$ cat src/rtl/cpu_boot_ctrl_pkg.sv
// Shared types and helpers for the cpu boot sequencer.
package cpu_boot_ctrl_pkg;

    localparam int unsigned ADDR_SHIFT = 2;
    localparam int unsigned WCNT_W     = 11;

    typedef enum logic [2:0] {
        IDLE,
        LOAD_I,
        LOAD_D,
        RELEASE,
        RUN,
        DUMP_RD,
        DUMP_OUT,
        DONE
    } boot_state_e;

    // Clamp a requested word count to the memory depth.
    function automatic logic [WCNT_W-1:0] sat_count(input logic [WCNT_W-1:0] req,
                                                    input int unsigned       depth);
        logic [WCNT_W-1:0] lim;
        lim = WCNT_W'(depth);
        return (req > lim) ? lim : req;
    endfunction

    // Byte address of a word index, upper bits zero.
    function automatic logic [31:0] word_addr(input logic [WCNT_W-1:0] idx);
        return 32'(idx) << ADDR_SHIFT;
    endfunction

endpackage

$ cat src/rtl/cpu_boot_ctrl_if.sv
// Load stream, dump stream and both cpu external memory ports.
interface cpu_boot_ctrl_if;
    import cpu_boot_ctrl_pkg::*;

    logic        s_valid;
    logic        s_ready;
    logic [31:0] s_data;
    logic        m_valid;
    logic        m_ready;
    logic [31:0] m_data;
    logic [31:0] addr_ext;
    logic        wen_ext;
    logic        ren_ext;
    logic [31:0] wdata_ext;
    logic [31:0] addr_ext_2;
    logic        wen_ext_2;
    logic        ren_ext_2;
    logic [31:0] wdata_ext_2;
    logic [31:0] rdata_ext_2;

    modport master (
        input  s_valid, s_data, m_ready, rdata_ext_2,
        output s_ready, m_valid, m_data,
               addr_ext, wen_ext, ren_ext, wdata_ext,
               addr_ext_2, wen_ext_2, ren_ext_2, wdata_ext_2
    );

    modport slave (
        output s_valid, s_data, m_ready, rdata_ext_2,
        input  s_ready, m_valid, m_data,
               addr_ext, wen_ext, ren_ext, wdata_ext,
               addr_ext_2, wen_ext_2, ren_ext_2, wdata_ext_2
    );

endinterface

$ cat src/rtl/boot_word_cnt.sv
// Loadable word index / remaining counter shared by the load and dump phases.
module boot_word_cnt
    import cpu_boot_ctrl_pkg::*;
(
    input  logic              clk,
    input  logic              rst,
    input  logic              load_i,
    input  logic [WCNT_W-1:0] count_i,
    input  logic              step_i,
    output logic [WCNT_W-1:0] idx_o,
    output logic              last_o
);

    logic [WCNT_W-1:0] idx_q;
    logic [WCNT_W-1:0] rem_q;

    // Load restarts at index 0; each step advances index and consumes one word.
    always_ff @(posedge clk) begin
        if (rst) begin
            idx_q <= '0;
            rem_q <= '0;
        end else if (load_i) begin
            idx_q <= '0;
            rem_q <= count_i;
        end else if (step_i && (rem_q != '0)) begin
            idx_q <= idx_q + 1'b1;
            rem_q <= rem_q - 1'b1;
        end
    end

    assign idx_o  = idx_q;
    assign last_o = (rem_q == WCNT_W'(1));

endmodule

$ cat src/rtl/cpu_boot_ctrl.sv
// Boot sequencer: load imem/dmem, release and run the cpu, dump dmem.
module cpu_boot_ctrl
    import cpu_boot_ctrl_pkg::*;
#(
    parameter int unsigned IMEM_DEPTH = 512,
    parameter int unsigned DMEM_DEPTH = 1024,
    parameter int unsigned CNT_W      = 32
) (
    input  logic             clk,
    input  logic             rst,
    input  logic             start,
    input  logic [9:0]       imem_words,
    input  logic [10:0]      dmem_words,
    input  logic [10:0]      dump_words,
    input  logic [CNT_W-1:0] run_cycles,
    cpu_boot_ctrl_if.master  bus,
    output logic             cpu_arst_n,
    output logic             cpu_enable,
    output logic             busy,
    output logic             done
);

    boot_state_e       state_q;
    logic [WCNT_W-1:0] dmem_n_q, dump_n_q;
    logic [CNT_W-1:0]  run_n_q, run_cnt_q;
    logic              s_ready_q, m_valid_q, fresh_q;
    logic [31:0]       m_data_q;
    logic              wen_q, wen2_q, ren2_q;
    logic [31:0]       addr_q, wdata_q, addr2_q, wdata2_q;
    logic              arst_n_q, enable_q, done_q;

    logic [WCNT_W-1:0] imem_sat, dmem_sat, dump_sat;
    logic              load_beat, dump_hs;
    logic              cnt_load;
    logic [WCNT_W-1:0] cnt_val;
    logic [WCNT_W-1:0] cnt_idx;
    logic              cnt_last;

    // Saturated counts, handshakes and counter load selection.
    always_comb begin
        imem_sat  = sat_count({1'b0, imem_words}, IMEM_DEPTH);
        dmem_sat  = sat_count(dmem_words, DMEM_DEPTH);
        dump_sat  = sat_count(dump_words, DMEM_DEPTH);
        load_beat = s_ready_q && bus.s_valid;
        dump_hs   = m_valid_q && bus.m_ready;
        cnt_load  = 1'b0;
        cnt_val   = '0;
        case (state_q)
            IDLE: begin
                cnt_load = start;
                cnt_val  = (imem_sat != '0) ? imem_sat : dmem_sat;
            end
            LOAD_I: begin
                cnt_load = load_beat && cnt_last;
                cnt_val  = dmem_n_q;
            end
            RELEASE: begin
                cnt_load = 1'b1;
                cnt_val  = dump_n_q;
            end
            default: ;
        endcase
    end

    boot_word_cnt u_cnt (
        .clk     (clk),
        .rst     (rst),
        .load_i  (cnt_load),
        .count_i (cnt_val),
        .step_i  (load_beat || dump_hs),
        .idx_o   (cnt_idx),
        .last_o  (cnt_last)
    );

    // Sequencer FSM with registered strobes; strobes default low every cycle.
    always_ff @(posedge clk) begin
        if (rst) begin
            state_q   <= IDLE;
            dmem_n_q  <= '0;
            dump_n_q  <= '0;
            run_n_q   <= '0;
            run_cnt_q <= '0;
            s_ready_q <= 1'b0;
            m_valid_q <= 1'b0;
            fresh_q   <= 1'b0;
            m_data_q  <= '0;
            wen_q     <= 1'b0;
            wen2_q    <= 1'b0;
            ren2_q    <= 1'b0;
            addr_q    <= '0;
            wdata_q   <= '0;
            addr2_q   <= '0;
            wdata2_q  <= '0;
            arst_n_q  <= 1'b0;
            enable_q  <= 1'b0;
            done_q    <= 1'b0;
        end else begin
            wen_q    <= 1'b0;
            wen2_q   <= 1'b0;
            ren2_q   <= 1'b0;
            addr_q   <= '0;
            wdata_q  <= '0;
            addr2_q  <= '0;
            wdata2_q <= '0;
            done_q   <= 1'b0;
            fresh_q  <= 1'b0;
            case (state_q)
                IDLE: begin
                    if (start) begin
                        dmem_n_q <= dmem_sat;
                        dump_n_q <= dump_sat;
                        run_n_q  <= run_cycles;
                        if (imem_sat != '0) begin
                            state_q   <= LOAD_I;
                            s_ready_q <= 1'b1;
                            arst_n_q  <= 1'b0;
                        end else if (dmem_sat != '0) begin
                            state_q   <= LOAD_D;
                            s_ready_q <= 1'b1;
                            arst_n_q  <= 1'b0;
                        end else begin
                            state_q  <= RELEASE;
                            arst_n_q <= 1'b1;
                        end
                    end
                end
                LOAD_I: begin
                    if (load_beat) begin
                        wen_q   <= 1'b1;
                        addr_q  <= word_addr(cnt_idx);
                        wdata_q <= bus.s_data;
                        if (cnt_last) begin
                            if (dmem_n_q != '0) begin
                                state_q <= LOAD_D;
                            end else begin
                                state_q   <= RELEASE;
                                s_ready_q <= 1'b0;
                                arst_n_q  <= 1'b1;
                            end
                        end
                    end
                end
                LOAD_D: begin
                    if (load_beat) begin
                        wen2_q   <= 1'b1;
                        addr2_q  <= word_addr(cnt_idx);
                        wdata2_q <= bus.s_data;
                        if (cnt_last) begin
                            state_q   <= RELEASE;
                            s_ready_q <= 1'b0;
                            arst_n_q  <= 1'b1;
                        end
                    end
                end
                RELEASE: begin
                    if (run_n_q != '0) begin
                        state_q   <= RUN;
                        enable_q  <= 1'b1;
                        run_cnt_q <= run_n_q;
                    end else if (dump_n_q != '0) begin
                        state_q <= DUMP_RD;
                        ren2_q  <= 1'b1;
                    end else begin
                        state_q <= DONE;
                        done_q  <= 1'b1;
                    end
                end
                RUN: begin
                    run_cnt_q <= run_cnt_q - 1'b1;
                    if (run_cnt_q == CNT_W'(1)) begin
                        enable_q <= 1'b0;
                        if (dump_n_q != '0) begin
                            state_q <= DUMP_RD;
                            ren2_q  <= 1'b1;
                        end else begin
                            state_q <= DONE;
                            done_q  <= 1'b1;
                        end
                    end
                end
                DUMP_RD: begin
                    state_q   <= DUMP_OUT;
                    m_valid_q <= 1'b1;
                    fresh_q   <= 1'b1;
                end
                DUMP_OUT: begin
                    if (fresh_q) begin
                        m_data_q <= bus.rdata_ext_2;
                    end
                    if (dump_hs) begin
                        m_valid_q <= 1'b0;
                        if (cnt_last) begin
                            state_q <= DONE;
                            done_q  <= 1'b1;
                        end else begin
                            state_q <= DUMP_RD;
                            ren2_q  <= 1'b1;
                            addr2_q <= word_addr(cnt_idx + 1'b1);
                        end
                    end
                end
                DONE: begin
                    state_q <= IDLE;
                end
                default: begin
                    state_q <= IDLE;
                end
            endcase
        end
    end

    // First DUMP_OUT cycle passes read data straight through so a word can
    // leave every two cycles; afterwards the captured copy holds it stable.
    assign bus.m_data      = fresh_q ? bus.rdata_ext_2 : m_data_q;
    assign bus.m_valid     = m_valid_q;
    assign bus.s_ready     = s_ready_q;
    assign bus.addr_ext    = addr_q;
    assign bus.wen_ext     = wen_q;
    assign bus.ren_ext     = 1'b0;
    assign bus.wdata_ext   = wdata_q;
    assign bus.addr_ext_2  = addr2_q;
    assign bus.wen_ext_2   = wen2_q;
    assign bus.ren_ext_2   = ren2_q;
    assign bus.wdata_ext_2 = wdata2_q;
    assign cpu_arst_n      = arst_n_q;
    assign cpu_enable      = enable_q;
    assign busy            = (state_q != IDLE);
    assign done            = done_q;

endmodule

$ cat src/flat_wrapper.sv
// flat-port wrapper written by rule: the top's interface ports become plain ports
module cpu_boot_ctrl_flat import cpu_boot_ctrl_pkg::*;
#(
    parameter int unsigned IMEM_DEPTH = 512,
    parameter int unsigned DMEM_DEPTH = 1024,
    parameter int unsigned CNT_W      = 32
)
  (clk, rst, start, imem_words, dmem_words, dump_words, run_cycles, cpu_arst_n, cpu_enable, busy, done, bus_s_valid, bus_s_data, bus_m_ready, bus_rdata_ext_2, bus_s_ready, bus_m_valid, bus_m_data, bus_addr_ext, bus_wen_ext, bus_ren_ext, bus_wdata_ext, bus_addr_ext_2, bus_wen_ext_2, bus_ren_ext_2, bus_wdata_ext_2);
  cpu_boot_ctrl_if bus_i ();
  input  logic clk;
  input  logic rst;
  input  logic start;
  input  logic [9:0] imem_words;
  input  logic [10:0] dmem_words;
  input  logic [10:0] dump_words;
  input  logic [CNT_W-1:0] run_cycles;
  output logic cpu_arst_n;
  output logic cpu_enable;
  output logic busy;
  output logic done;
  input wire logic [$bits(bus_i.s_valid)-1:0] bus_s_valid;
  input wire logic [$bits(bus_i.s_data)-1:0] bus_s_data;
  input wire logic [$bits(bus_i.m_ready)-1:0] bus_m_ready;
  input wire logic [$bits(bus_i.rdata_ext_2)-1:0] bus_rdata_ext_2;
  output wire logic [$bits(bus_i.s_ready)-1:0] bus_s_ready;
  output wire logic [$bits(bus_i.m_valid)-1:0] bus_m_valid;
  output wire logic [$bits(bus_i.m_data)-1:0] bus_m_data;
  output wire logic [$bits(bus_i.addr_ext)-1:0] bus_addr_ext;
  output wire logic [$bits(bus_i.wen_ext)-1:0] bus_wen_ext;
  output wire logic [$bits(bus_i.ren_ext)-1:0] bus_ren_ext;
  output wire logic [$bits(bus_i.wdata_ext)-1:0] bus_wdata_ext;
  output wire logic [$bits(bus_i.addr_ext_2)-1:0] bus_addr_ext_2;
  output wire logic [$bits(bus_i.wen_ext_2)-1:0] bus_wen_ext_2;
  output wire logic [$bits(bus_i.ren_ext_2)-1:0] bus_ren_ext_2;
  output wire logic [$bits(bus_i.wdata_ext_2)-1:0] bus_wdata_ext_2;
  assign bus_i.s_valid = bus_s_valid;
  assign bus_i.s_data = bus_s_data;
  assign bus_i.m_ready = bus_m_ready;
  assign bus_i.rdata_ext_2 = bus_rdata_ext_2;
  assign bus_s_ready = bus_i.s_ready;
  assign bus_m_valid = bus_i.m_valid;
  assign bus_m_data = bus_i.m_data;
  assign bus_addr_ext = bus_i.addr_ext;
  assign bus_wen_ext = bus_i.wen_ext;
  assign bus_ren_ext = bus_i.ren_ext;
  assign bus_wdata_ext = bus_i.wdata_ext;
  assign bus_addr_ext_2 = bus_i.addr_ext_2;
  assign bus_wen_ext_2 = bus_i.wen_ext_2;
  assign bus_ren_ext_2 = bus_i.ren_ext_2;
  assign bus_wdata_ext_2 = bus_i.wdata_ext_2;
  cpu_boot_ctrl #(.IMEM_DEPTH(IMEM_DEPTH), .DMEM_DEPTH(DMEM_DEPTH), .CNT_W(CNT_W)) u_core (.clk(clk), .rst(rst), .start(start), .imem_words(imem_words), .dmem_words(dmem_words), .dump_words(dump_words), .run_cycles(run_cycles), .bus(bus_i), .cpu_arst_n(cpu_arst_n), .cpu_enable(cpu_enable), .busy(busy), .done(done));
endmodule
$ cat config.mk
export PLATFORM = sky130hd
export DESIGN_NAME = cpu_boot_ctrl_flat
export DESIGN_NICKNAME = d
export VERILOG_FILES = /design/src/rtl/cpu_boot_ctrl_pkg.sv /design/src/rtl/cpu_boot_ctrl_if.sv /design/src/rtl/boot_word_cnt.sv /design/src/rtl/cpu_boot_ctrl.sv /design/src/flat_wrapper.sv
export SDC_FILE = /design/constraint.sdc
export NUM_CORES = 1
export LEC_CHECK = 0
export BUFFER_PORTS_ARGS = -buffer_cell sky130_fd_sc_hd__buf_4
export CORE_MARGIN = 10
export CORE_UTILIZATION = 52
export CTS_CLUSTER_DIAMETER = 60
export CTS_CLUSTER_SIZE = 16
export DETAILED_ROUTE_END_ITERATION = 12
export MAX_ROUTING_LAYER = met4
export PLACE_DENSITY = 0.86
export SLEW_MARGIN = 25
export SYNTH_ARGS = -nofsm -noshare
export SYNTH_HDL_FRONTEND = slang
export SYNTH_SLANG_ARGS = --single-unit
$ cat constraint.sdc
create_clock -name clk -period 3.1 [get_ports clk]
set_clock_uncertainty 0.15 [all_clocks]
set_input_delay 0.155 -clock clk [delete_from_list [all_inputs] [get_ports clk]]
set_output_delay 0.155 -clock clk [all_outputs]
set_load 0.02 [all_outputs]
[Word level (Yosys, flattened, before mapping)]
Index checks and enable logic that the tools add are counted.
Word-level totals
  memories kept: 0
  logic and storage cells: 142
  latch bits: 0
  ROM bits: 0
  input port bits: 133
  register bits: 280
  RAM bits: 0
Cells by class
  reductions and logical operators: 27
  add/subtract/negate cells: 3
  bitwise gates (word level): 2
  mux-type cells: 67
  $lt $le $gt $ge: 3
  multipliers: 0
  shift-type cells: 0
  divide/modulo/power cells: 0
  equal/unequal tests: 19
Operator list (count)
  $mux W32: 4
  $pmux W32 S2: 2
  $mux W11: 5
  $reduce_bool A11 Y1: 5
  $mux W1: 33
  $pmux W11 S3: 1
  $eq A32 B1 Y1 const B: 1
  $reduce_bool A32 Y1: 1
  $sub A32 B1 Y32 const B: 1
  $mux W3: 9
  $mux W13: 2
  $pmux W3 S8: 1
  $gt A11 B11 Y1 const B: 2
  $pmux W1 S3: 5
  $ne A2 B1 Y1 const B: 7
  $reduce_and A7 Y1: 2
  $eq A3 B3 Y1 const B: 4
  $add A11 B1 Y11 const B: 1
  $eq A11 B1 Y1 const B: 1
  $sub A11 B1 Y11 const B: 1
  $gt A10 B10 Y1 const B: 1
  $mux W10: 1
  $reduce_and A8 Y1: 1
  $eq A3 B2 Y1 const B: 2
  14 further kinds: 28

[Logic depth before layout (Yosys ltp)]
Gate-level depths: netlist of run 1.
  depth in word-level cells: 7
  depth in mapped cells: 8

[Hierarchy]
From an unflattened synthesis of run 1, not the netlist that was laid out.
Unflattened totals
  cells, all modules: 1211
  area, all modules: 10465.0 um^2
Modules (own cells, without submodules)
  cpu_boot_ctrl: area an instance 9232.6 um^2, times used 1, cells an instance 1064
  boot_word_cnt: area an instance 1232.4 um^2, times used 1, cells an instance 147

[Worst setup path before layout of run 1]
Ideal clock, no wire load.
  kind: register to register
  start point: reg u_core.u_cnt.rem_q[2]
  end point: reg u_core.arst_n_q, in the netlist u_core.cpu_arst_n
  period minus slack after synthesis: 2.253 ns
  stages on the path, launching flop included: 6
  setup time: 0.116 ns
  slack: 0.847 ns
  arrival: 1.986 ns
  cells stage by stage: dfxtp_1 -> nor4_4 -> nand4_2 -> o311a_1 -> or4_1 -> o211a_1
Between the ends
  cells in the longest elaborated chain, start to end: 3
Ends and longest elaborated chain
  start, declared: RTL line boot_word_cnt.sv:15  | logic [WCNT_W-1:0] rem_q;
  start signal, assigned: RTL line boot_word_cnt.sv:24  | rem_q <= count_i;
  start signal, assigned: RTL line boot_word_cnt.sv:27  | rem_q <= rem_q - 1'b1;
  $eq A11 B1 Y1 (*): RTL line boot_word_cnt.sv:32  | assign last_o = (rem_q == WCNT_W'(1));
  $ne A2 B1 Y1 (no source line)
  $reduce_and A7 Y1 (no source line) (*)
  end signal, assigned: RTL line cpu_boot_ctrl.sv:94  | arst_n_q <= 1'b0;
  end signal, assigned: RTL line cpu_boot_ctrl.sv:116  | arst_n_q <= 1'b0;
  end signal, assigned: RTL line cpu_boot_ctrl.sv:120  | arst_n_q <= 1'b0;
  end, declared: RTL line cpu_boot_ctrl.sv:30  | logic arst_n_q, enable_q, done_q;
Mark *: on every way between the ends. The rest lies on a longest branch, timed or not.
A chain may end at the register's enable or synchronous reset.

[Final worst setup path of run 1]
  start point: reg u_core.state_q[0]
  end point: reg u_core.dump_n_q[0]
Between the ends
  cells in the longest elaborated chain, start to end: 2
Ends and longest elaborated chain
  start, declared: RTL line cpu_boot_ctrl.sv:23  | boot_state_e state_q;
  start signal, assigned: RTL line cpu_boot_ctrl.sv:78  | state_q <= IDLE;
  start signal, assigned: RTL line cpu_boot_ctrl.sv:114  | state_q <= LOAD_I;
  start signal, assigned: RTL line cpu_boot_ctrl.sv:118  | state_q <= LOAD_D;
  $logic_not A3 Y1: RTL line cpu_boot_ctrl.sv:107  | case (state_q)
  $reduce_and A2 Y1 (no source line)
  end signal, assigned: RTL line cpu_boot_ctrl.sv:111  | dump_n_q <= dump_sat;
  end, declared: RTL line cpu_boot_ctrl.sv:24  | logic [WCNT_W-1:0] dmem_n_q, dump_n_q;
Every way passes these cells.

==> flow_summary.ini, run 1 <==
[outcome]
status = finished, final reports clean

[timing]
period_share = 0.928
slew_violations = 0
worst_pin_slew_ns = 0.998
rsz0062_at_grt = false
finalSetupViolations = 0
slew_headroom = 0.335
fmax_ghz = 0.348
min_period_ns = 2.88
hold_viol_final = 0
finalSetupTns_ns = 0

[route]
detail-route-antenna-nets = 0
drcViolationCount = 0
avgRoutedWirePerCell_um = 20.9
wirelength_um = 38200
first_pass_iters = 5
avgViaCountPerCell = 5.79
vias = 10600
detail_route.iter0.violations = 974

[synth]
synthDistinctLibCells = 75
synth_area_leaders = dfxtp_1 46%, nor3_1 5.0%, nand2_1 4.8%, a21oi_1 4.7%, and2_1 4.7%
avgSynthCellArea_um2 = 8.66
synth_warnings = 0
synth_area_um2 = 10300
ys_ff_latch = 238
synth_top_area_share = 0.460
ys_seq_area_frac = 0.460
yosysTopAreaCell = dfxtp_1
syn_inst = 1195
synthArstFlopShare = 0
synth_ff_type = dfxtp_1
synth_edf_count = 0

[critical_path]
critical_path_required_ns = 3.37
end_kind = flip-flop
cp-start-kind = flip-flop
worstPathMaxFanout = 41
rr_worst_depth = 6
crit_chain = nor3_1 > and2_1 > buf_12 > nand3b_1 > dlygate4sd3_1 > a21oi_1
cpMaxStageDelayCell = dlygate4sd3_1
crit_type = reg2reg
max_stage_delay_ns = 0.58
cp_data_arrival_time_ns = 3.15

[clock_tree]
ctsResizeCount = 0
cts_tree = built
cts_sinks = 238
hold_buffers = 130
cts_inserted_buffers = 21
postCtsSetupBuffers = 0
cts-htree-levels = 1
clock_latency_ns = 0.51
clock_tree.buffer_depth = 3
clk_pin_slew_worst_paths_ns = 0.07
cts-root-buf = clkbuf_16

[final_layout]
fillers = 1342
multi_input_area_um2 = 5090
final_cells = 1823
syn2layout_area_growth_pct = 38.0
regArea_um2 = 4760
fin_nets = 1682
drive_gt1_frac = 0.236

[power_and_ir_drop]
p_leak_nw = 5.77
power.density_nw_per_um2 = 643
vdd.ir_drop.worst_mv = 0.406

[floorplan]
dieArea_um2 = 25900
rows = 51
ioPinCount = 303
start_util = 0.530
die_h_um = 161
die_w_um = 161
core_area_um2 = 19500

[grt]
grt_max_degree = 81
grt_pass1_wl_um = 58800
grt_pass1_vias = 10400
grt_antenna_before_repair = 3
grt.total_usage = 0.282
grt-ovfl-total = 0

[min_path]
hold_path_class = in2reg
worstHoldPathCells = 5

[place]
dp_hpwl_um = 23700
place_inst = 1656
portBuffers = 259
gp_congestion = 0.933

[run]
drv_cap = 0
-- worst paths after layout --
path,start,slack [ns],end
hold reg to reg,u_core.run_n_q[16]$_SDFFE_PP0P_,0.33,u_core.run_n_q[16]$_SDFFE_PP0P_
hold / removal,imem_words[2],0.04,u_core.u_cnt.rem_q[2]$_SDFFE_PP0P_
setup reg to reg,u_core.state_q[0]$_SDFFE_PP0P_,0.22,u_core.dump_n_q[0]$_SDFFE_PP0P_
setup / recovery,u_core.state_q[0]$_SDFFE_PP0P_,0.22,u_core.dump_n_q[0]$_SDFFE_PP0P_
-- sequential cells by signal (all words and copies together) (netlist names), 11 cells and up --
signal and cells:
u_core.bus.wdata_ext_2 32, u_core.run_n_q 32, u_core.m_data_q 32, u_core.dmem_n_q 11, u_core.run_cnt_q 32, u_core.bus.wdata_ext 32
u_core.u_cnt.rem_q 11, u_core.u_cnt.idx_o 11, u_core.dump_n_q 11, u_core.bus.addr_ext_2 11, u_core.bus.addr_ext 11
-- kinds of logic (layout without fill, tap and decap cells) --
logic type	count (synthesis)	in the layout	synth area share
XOR/XNOR	17	17	0.0144
AO/OA/AOI/OAI	218	218	0.136
adder cells (fa/ha/maj)	5	5	0.00605
flip-flops	238	238	0.460
multiplexers	46	46	0.0487
other	1	46	0.000362
buffers and inverters	137	455	0.0654
AND/OR/NAND/NOR	533	533	0.269
-- layout by cell type, fill, tap and decap left out, types with 25 or more instances in the layout --
cell type | netlist | final
a21oi_1 | 97 | 96
and2_1 | 77 | 78
buf_4 | 43 | 279
conb_1 | 1 | 43
dfxtp_1 | 238 | 238
dlygate4sd3_1 | 0 | 130
mux2_2 | 35 | 35
nand2_1 | 131 | 131
nor2_1 | 74 | 74
nor3_1 | 103 | 103
nor4_1 | 27 | 25
-- synth_stat cells, types with 8 or more instances --
cell	number
dfxtp_1	238
nand2_1	131
nor3_1	103
a21oi_1	97
and2_1	77
clkbuf_1	76
nor2_1	74
buf_4	43
mux2_2	35
nor4_1	27
nand3_1	22
or3_1	22
a31oi_1	18
nand3b_1	16
o21ai_0	16
o211ai_1	13
xor2_1	13
a211oi_1	11
inv_1	11
mux2i_1	11
nand4_1	10
and3_1	9
a221oi_1	8
a22oi_1	8
nand2b_1	8
-- routing by layer --
layer,track usage,part of all wire,vias up
met3,0.0557,0.085,90
li1,-,-,4864
met2,0.478,0.49,600
met5,-,0,-
met1,0.332,0.40,5009
met4,0.0835,0.028,0
-- stage by stage --
step	area, um^2	hold WS, ns	worst slack (ns)	power (mW)	utilization
final	14300	0.0411	0.224	9.18	0.731
after global routing	14300	0.0427	0.0683	9.58	0.731
after CTS	14300	0.0142	0.408	9.07	0.731
after detailed placement	12300	0.218	0.501	6.45	0.632
after global placement	12300	0.212	0.654	6.38	0.632
after floorplan	10500	0.127	0.847	5.64	-
-- cell type report --
type,instances,share of cell area
Tap cell,265,0.0232
Sequential cell,238,0.334
Clock buffer,25,0.0393
Timing Repair Buffer,410,0.239
Multi-Input combinational cell,862,0.356
Clock inverter,9,0.00491
Antenna cell,3,0.000526
Inverter,11,0.00289
-- report_power, final --
group          leakage, nW  internal [mW]  switching [mW]  total, mW
clock network        0.298           1.31            1.20       2.51
registers             1.93           3.36           0.331       3.69
logic                 3.55           1.14            1.84       2.98
total                 5.77           5.80            3.37       9.18
-- critical path: cells and delay by family, from the launching register on --
| family | cells | cell delay (ns) |
|---|---|---|
| buffers and inverters | 2 | 0.86 |
| AND/OR/NAND/NOR | 3 | 1.10 |
| flip-flops | 1 | 0.46 |
| AO/OA/AOI/OAI | 1 | 0.20 |
Note: power is estimated with default switching activity, not from simulation.
==> run 2, diff against run 1 <==
- CORE_UTILIZATION: 52 -> 56
- PLACE_DENSITY: 0.86 -> 0.91
- clock period: 3.1 -> 3.6 ns (I/O delays scaled with it)
==> run 2 against run 1 <==
Effect of this change:
- the flow now finishes with violations (negative hold slack)
- global-route usage grew 2.3 points
- sequential cell count stayed put
- die area decreased by 6.3%
- non-clock buffer count shrank 17
- routed wire length shrank 0.53%
- critical path type unchanged
==> flow_summary.ini, run 2 (synthesis results as in run 1) <==
[critical_path]
cp-start-kind = flip-flop
rr_worst_depth = 6
critical_path_required_ns = 3.86
end_kind = flip-flop
cp_data_arrival_time_ns = 3.01
crit_type = reg2reg
rr_endpoint = u_core.dump_n_q[3]$_SDFFE_PP0P_
rr_startpoint = u_core.state_q[1]$_SDFFE_PP0P_
reg2reg_slack_ns = 0.84
worstPathMaxFanout = 51

[grt]
grt.total_usage = 0.305
grt_pass1_wl_um = 58900
grt_antenna_before_repair = 1
grt_pass1_vias = 10400
grt-ovfl-total = 0
grt_max_degree = 88

[timing]
hold_viol_final = 2
worst_pin_slew_ns = 0.955
rsz0062_at_grt = false
finalSetupTns_ns = 0
finalSetupViolations = 0
fmax_ghz = 0.363
slew_headroom = 0.358
hold_slack_ns = -0.0142
min_period_ns = 2.76
slew_violations = 0
period_share = 0.766

[clock_tree]
clock_tree.buffer_depth = 3
cts_sinks = 238
ctsResizeCount = 0
postCtsSetupBuffers = 0
clk_pin_slew_worst_paths_ns = 0.07
hold_buffers = 120
cts-root-buf = clkbuf_16
cts_inserted_buffers = 19
clock_latency_ns = 0.50
cts-htree-levels = 1
cts_tree = built

[floorplan]
core_area_um2 = 18100
die_h_um = 156
dieArea_um2 = 24300
die_w_um = 156
rows = 49
start_util = 0.572
ioPinCount = 303

[final_layout]
drive_gt1_frac = 0.232
design_area_um2 = 14000
fillers = 1125
fin_nets = 1663
mostFrequentLayoutCells = 273 x buf_4, 237 x dfxtp_1, 131 x nand2_1, 120 x dlygate4sd3_1, 103 x nor3_1
syn2layout_area_growth_pct = 34.8
layout_commonest_cell = buf_4

[route]
wl_met1_um = 13900
routed.top_layer = met4
detail-route-antenna-nets = 0
detail_route.iter0.violations = 1079
wirelength_um = 38000
wl_met3_um = 3500
vias = 10500
first_pass_iters = 5
wl_met2_um = 19100
avgRoutedWirePerCell_um = 21.6
drcViolationCount = 0
avgViaCountPerCell = 5.95

[min_path]
worstHoldPathCells = 4
holdPathEnd = u_core.m_data_q[7]$_SDFFE_PP0N_
worstHoldStart = bus_rdata_ext_2[7]
hold_path_class = in2reg

[power_and_ir_drop]
p_switching_mw = 2.77
vdd.ir_drop.worst_mv = 0.389
combPwrFrac = 0.324
power.density_nw_per_um2 = 542
seqPwrFrac = 0.424
sw_frac_of_total = 0.366
internal-power_mw = 4.79
p_leak_nw = 5.65
p_clk_frac = 0.252

[run]
drv_cap = 0

[place]
dp_hpwl_um = 23400
placed_area_um2 = 12200
gp_congestion = 0.972
portBuffers = 259

[outcome]
violations = negative hold slack
status = finished with violations
==> run 2: changes by cell type in the layout (fill, tap and decap cells not counted), sizes merged <==
cell | before | now
buf | 280 | 273
clkbuf | 25 | 20
clkinvlp | 4 | 2
diode | 3 | 1
dlygate4sd3 | 130 | 120
inv | 14 | 11
==> run 2: through the flow <==
step	setup WS [ns]	utilization	instances	total power [mW]	hold slack (ns)
floorplan	1.35	-	1237	4.86	0.152
global placement	0.856	0.676	1613	5.42	0.238
detailed placement	0.747	0.676	1613	5.49	0.242
CTS	0.741	0.771	1757	7.48	0.00108
global route	0.664	0.771	1758	7.92	0.0171
finish	0.843	0.771	1758	7.57	-0.0142
==> run 2: worst max-delay path by stage <==
stage                                             startpoint                                 end
after global routing          u_core.state_q[1]$_SDFFE_PP0P_     u_core.dump_n_q[3]$_SDFFE_PP0P_
after detailed placement      u_core.state_q[1]$_SDFFE_PP0P_   u_core.run_cnt_q[17]$_SDFFE_PP0P_
final                         u_core.state_q[1]$_SDFFE_PP0P_     u_core.dump_n_q[3]$_SDFFE_PP0P_
after CTS                     u_core.state_q[1]$_SDFFE_PP0P_   u_core.run_cnt_q[17]$_SDFFE_PP0P_
after floorplan           u_core.u_cnt.rem_q[2]$_SDFFE_PP0P_      u_core.cpu_arst_n$_SDFFE_PP0P_
after global placement        u_core.state_q[1]$_SDFFE_PP0P_  u_core.u_cnt.rem_q[4]$_SDFFE_PP0P_
==> run 2: critical path: stages (launching register included) <==
cell and delay (ns):
dfxtp_2 0.49, nor3_1 0.42, and2_1 0.18, buf_4 0.42, nand3b_1 0.15, dlygate4sd3_1 0.62
a21oi_1 0.22
==> run 2: area by class of cell <==
class,instances,area (um^2),area share
clock inverter,4,25.0,0.00179
timing repair buffer,393,3250,0.233
multi-input combinational,862,5090,0.365
tap,229,287,0.0205
sequential,238,4770,0.342
antenna,1,2.50,0.000179
clock buffer,20,489,0.0351
inverter,11,41.3,0.00296
==> run 2: per-layer routing <==
layer  vias to the layer above  global-route usage
met5                         -                   -
met4                         0               0.111
met3                       117              0.0637
met2                       633               0.528
met1                      4922               0.341
li1                       4795                   -
==> run 2: power by group through the flow <==
| stage | combinational, mW | sequential, mW | clock, mW |
|---|---|---|---|
| 2_1_floorplan | 1.71 | 3.15 | 0 |
| 3_3_place_gp | 2.19 | 3.23 | 0 |
| 3_5_place_dp | 2.25 | 3.24 | 0 |
| 4_1_cts | 2.38 | 3.19 | 1.91 |
| 5_1_grt | 2.67 | 3.24 | 2.02 |
| 6_report | 2.45 | 3.21 | 1.91 |
==> run 3, diff against run 2 <==
- CORE_UTILIZATION: 56 -> 47
- PLACE_DENSITY: 0.91 -> 0.82
- clock period: 3.6 -> 2.3 ns (I/O delays scaled with it)
==> run 3 against run 2 <==
Effect of this change:
- the flow now finishes without violations
- non-clock buffer count grew 70
- register-to-register slack lost 0.80 ns
- fmax rose by 22%
- sequential share of layout area decreased by 1.9 points
- largest power group unchanged
==> flow_summary.ini, run 3 (synthesis results as in run 1) <==
[outcome]
status = finished, final reports clean

[floorplan]
rows = 54
dieArea_um2 = 28400
die_w_um = 168
die_h_um = 168
core_area_um2 = 21800
ioPinCount = 303
start_util = 0.476

[final_layout]
diodes = 0
syn2layout_area_growth_pct = 42.7
layout_commonest_cell = buf_4
design_area_um2 = 14800
mostFrequentLayoutCells = 330 x buf_4, 238 x dfxtp_1, 130 x nand2_1, 129 x dlygate4sd3_1, 101 x nor3_1
final_core_util = 0.679
drive_gt1_frac = 0.272
fillers = 1583
fin_nets = 1734

[timing]
slew_violations = 0
finalSetupTns_ns = 0
hold_slack_ns = 0.0845
min_period_ns = 2.25
period_share = 0.980
fmax_ghz = 0.444
hold_viol_final = 0
worst_slack_ns = 0.0463
slew_headroom = 0.553
worst_pin_slew_ns = 0.670
finalSetupViolations = 0

[grt]
grt_pass1_wl_um = 57000
grt.total_usage = 0.247
grt_antenna_before_repair = 0
grt-ovfl-total = 0
grt_pass1_vias = 10300
grt_max_degree = 58

[place]
placed_area_um2 = 12800
dp_worst_setup_slack_ns = 0.0186
gp_congestion = 0.937
dp_hpwl_um = 24100
portBuffers = 259

[route]
detail_route.iter0.violations = 994
avgRoutedWirePerCell_um = 19.5
wirelength_um = 36600
avgViaCountPerCell = 5.56
detail-route-antenna-nets = 0
vias = 10500
drcViolationCount = 0
first_pass_iters = 5

[min_path]
hold_path_class = in2reg

[clock_tree]
clock_latency_ns = 0.51
cts_sinks = 238
clock_tree.buffer_depth = 3
postCtsSetupBuffers = 0
cts_inserted_buffers = 20
cts_tree = built
cts-htree-levels = 1
clk_pin_slew_worst_paths_ns = 0.07
cts-root-buf = clkbuf_16

[power_and_ir_drop]
vdd.ir_drop.worst_mv = 0.692
p_leak_nw = 6.07
power.density_nw_per_um2 = 866

[critical_path]
critical_path.startpoint = u_core.run_cnt_q[7]$_SDFFE_PP0P_
cp_data_arrival_time_ns = 2.55
end_kind = flip-flop
rr_endpoint = u_core.run_cnt_q[20]$_SDFFE_PP0P_
reg2reg_slack_ns = 0.05
worstPathMaxFanout = 8
crit_type = reg2reg
rr_startpoint = u_core.run_cnt_q[7]$_SDFFE_PP0P_
cp-endpoint = u_core.run_cnt_q[20]$_SDFFE_PP0P_
cp-start-kind = flip-flop
rr_worst_depth = 7
critical_path_required_ns = 2.59

[run]
drv_cap = 0
run 3: layer usage:
layer | track usage | part of all wire
met5 | - | 0
met1 | 0.306 | 0.42
met3 | 0.0454 | 0.073
met4 | 0.0643 | 0.027
met2 | 0.407 | 0.48
run 3: worst min-delay path by stage:
stage	end	slack, ns	depth (start not counted)	from
finish	u_core.state_q[0]$_SDFFE_PP0P_	0.08	5	start
global route	u_core.u_cnt.rem_q[9]$_SDFFE_PP0P_	0.13	5	imem_words[9]
CTS	u_core.u_cnt.rem_q[9]$_SDFFE_PP0P_	0.05	5	imem_words[9]
detailed placement	u_core.bus.wdata_ext[9]$_SDFF_PP0_	0.18	2	bus_s_data[9]
global placement	u_core.bus.wdata_ext[30]$_SDFF_PP0_	0.17	2	bus_s_data[30]
floorplan	u_core.bus.wdata_ext[0]$_SDFF_PP0_	0.09	1	bus_s_data[0]
run 3: layout make-up:
type	count	area [um^2]	share of cell area
Tap cell	280	350	0.0237
Clock inverter	6	58.8	0.00398
Clock buffer	21	514	0.0348
Inverter	11	41.3	0.00280
Sequential cell	238	4760	0.323
Multi-Input combinational cell	862	5210	0.353
Timing Repair Buffer	463	3820	0.259
run 3: worst max-delay path, stage by stage, from the launching register on:
cell	delay (ns)
dfxtp_1	0.31
or4_4	0.53
buf_4	0.18
nor3_4	0.21
buf_6	0.16
nand2_2	0.12
or3_1	0.36
a31oi_1	0.17
run 3: through the flow:
| step | power [mW] | std cells |
|---|---|---|
| 6_report | 12.8 | 1881 |
| 5_1_grt | 13.4 | 1881 |
| 4_1_cts | 12.6 | 1881 |
| 3_5_place_dp | 9.16 | 1725 |
| 3_3_place_gp | 9.09 | 1725 |
| 2_1_floorplan | 7.61 | 1237 |
run 3: timing repair:
item,in CTS,in global routing
gates resized for setup,3,28
pin swaps,0,0
hold endpoints to repair,173,0
endpoints found under the setup margin,1,25
hold buffers,129,0
run 3: where the power goes:
group          internal [mW]  leakage, nW  switching, mW
Sequential              4.52         1.93          0.361
Clock                   1.63        0.286           1.55
Combinational           2.00         3.86           2.72
Total                   8.16         6.07           4.63
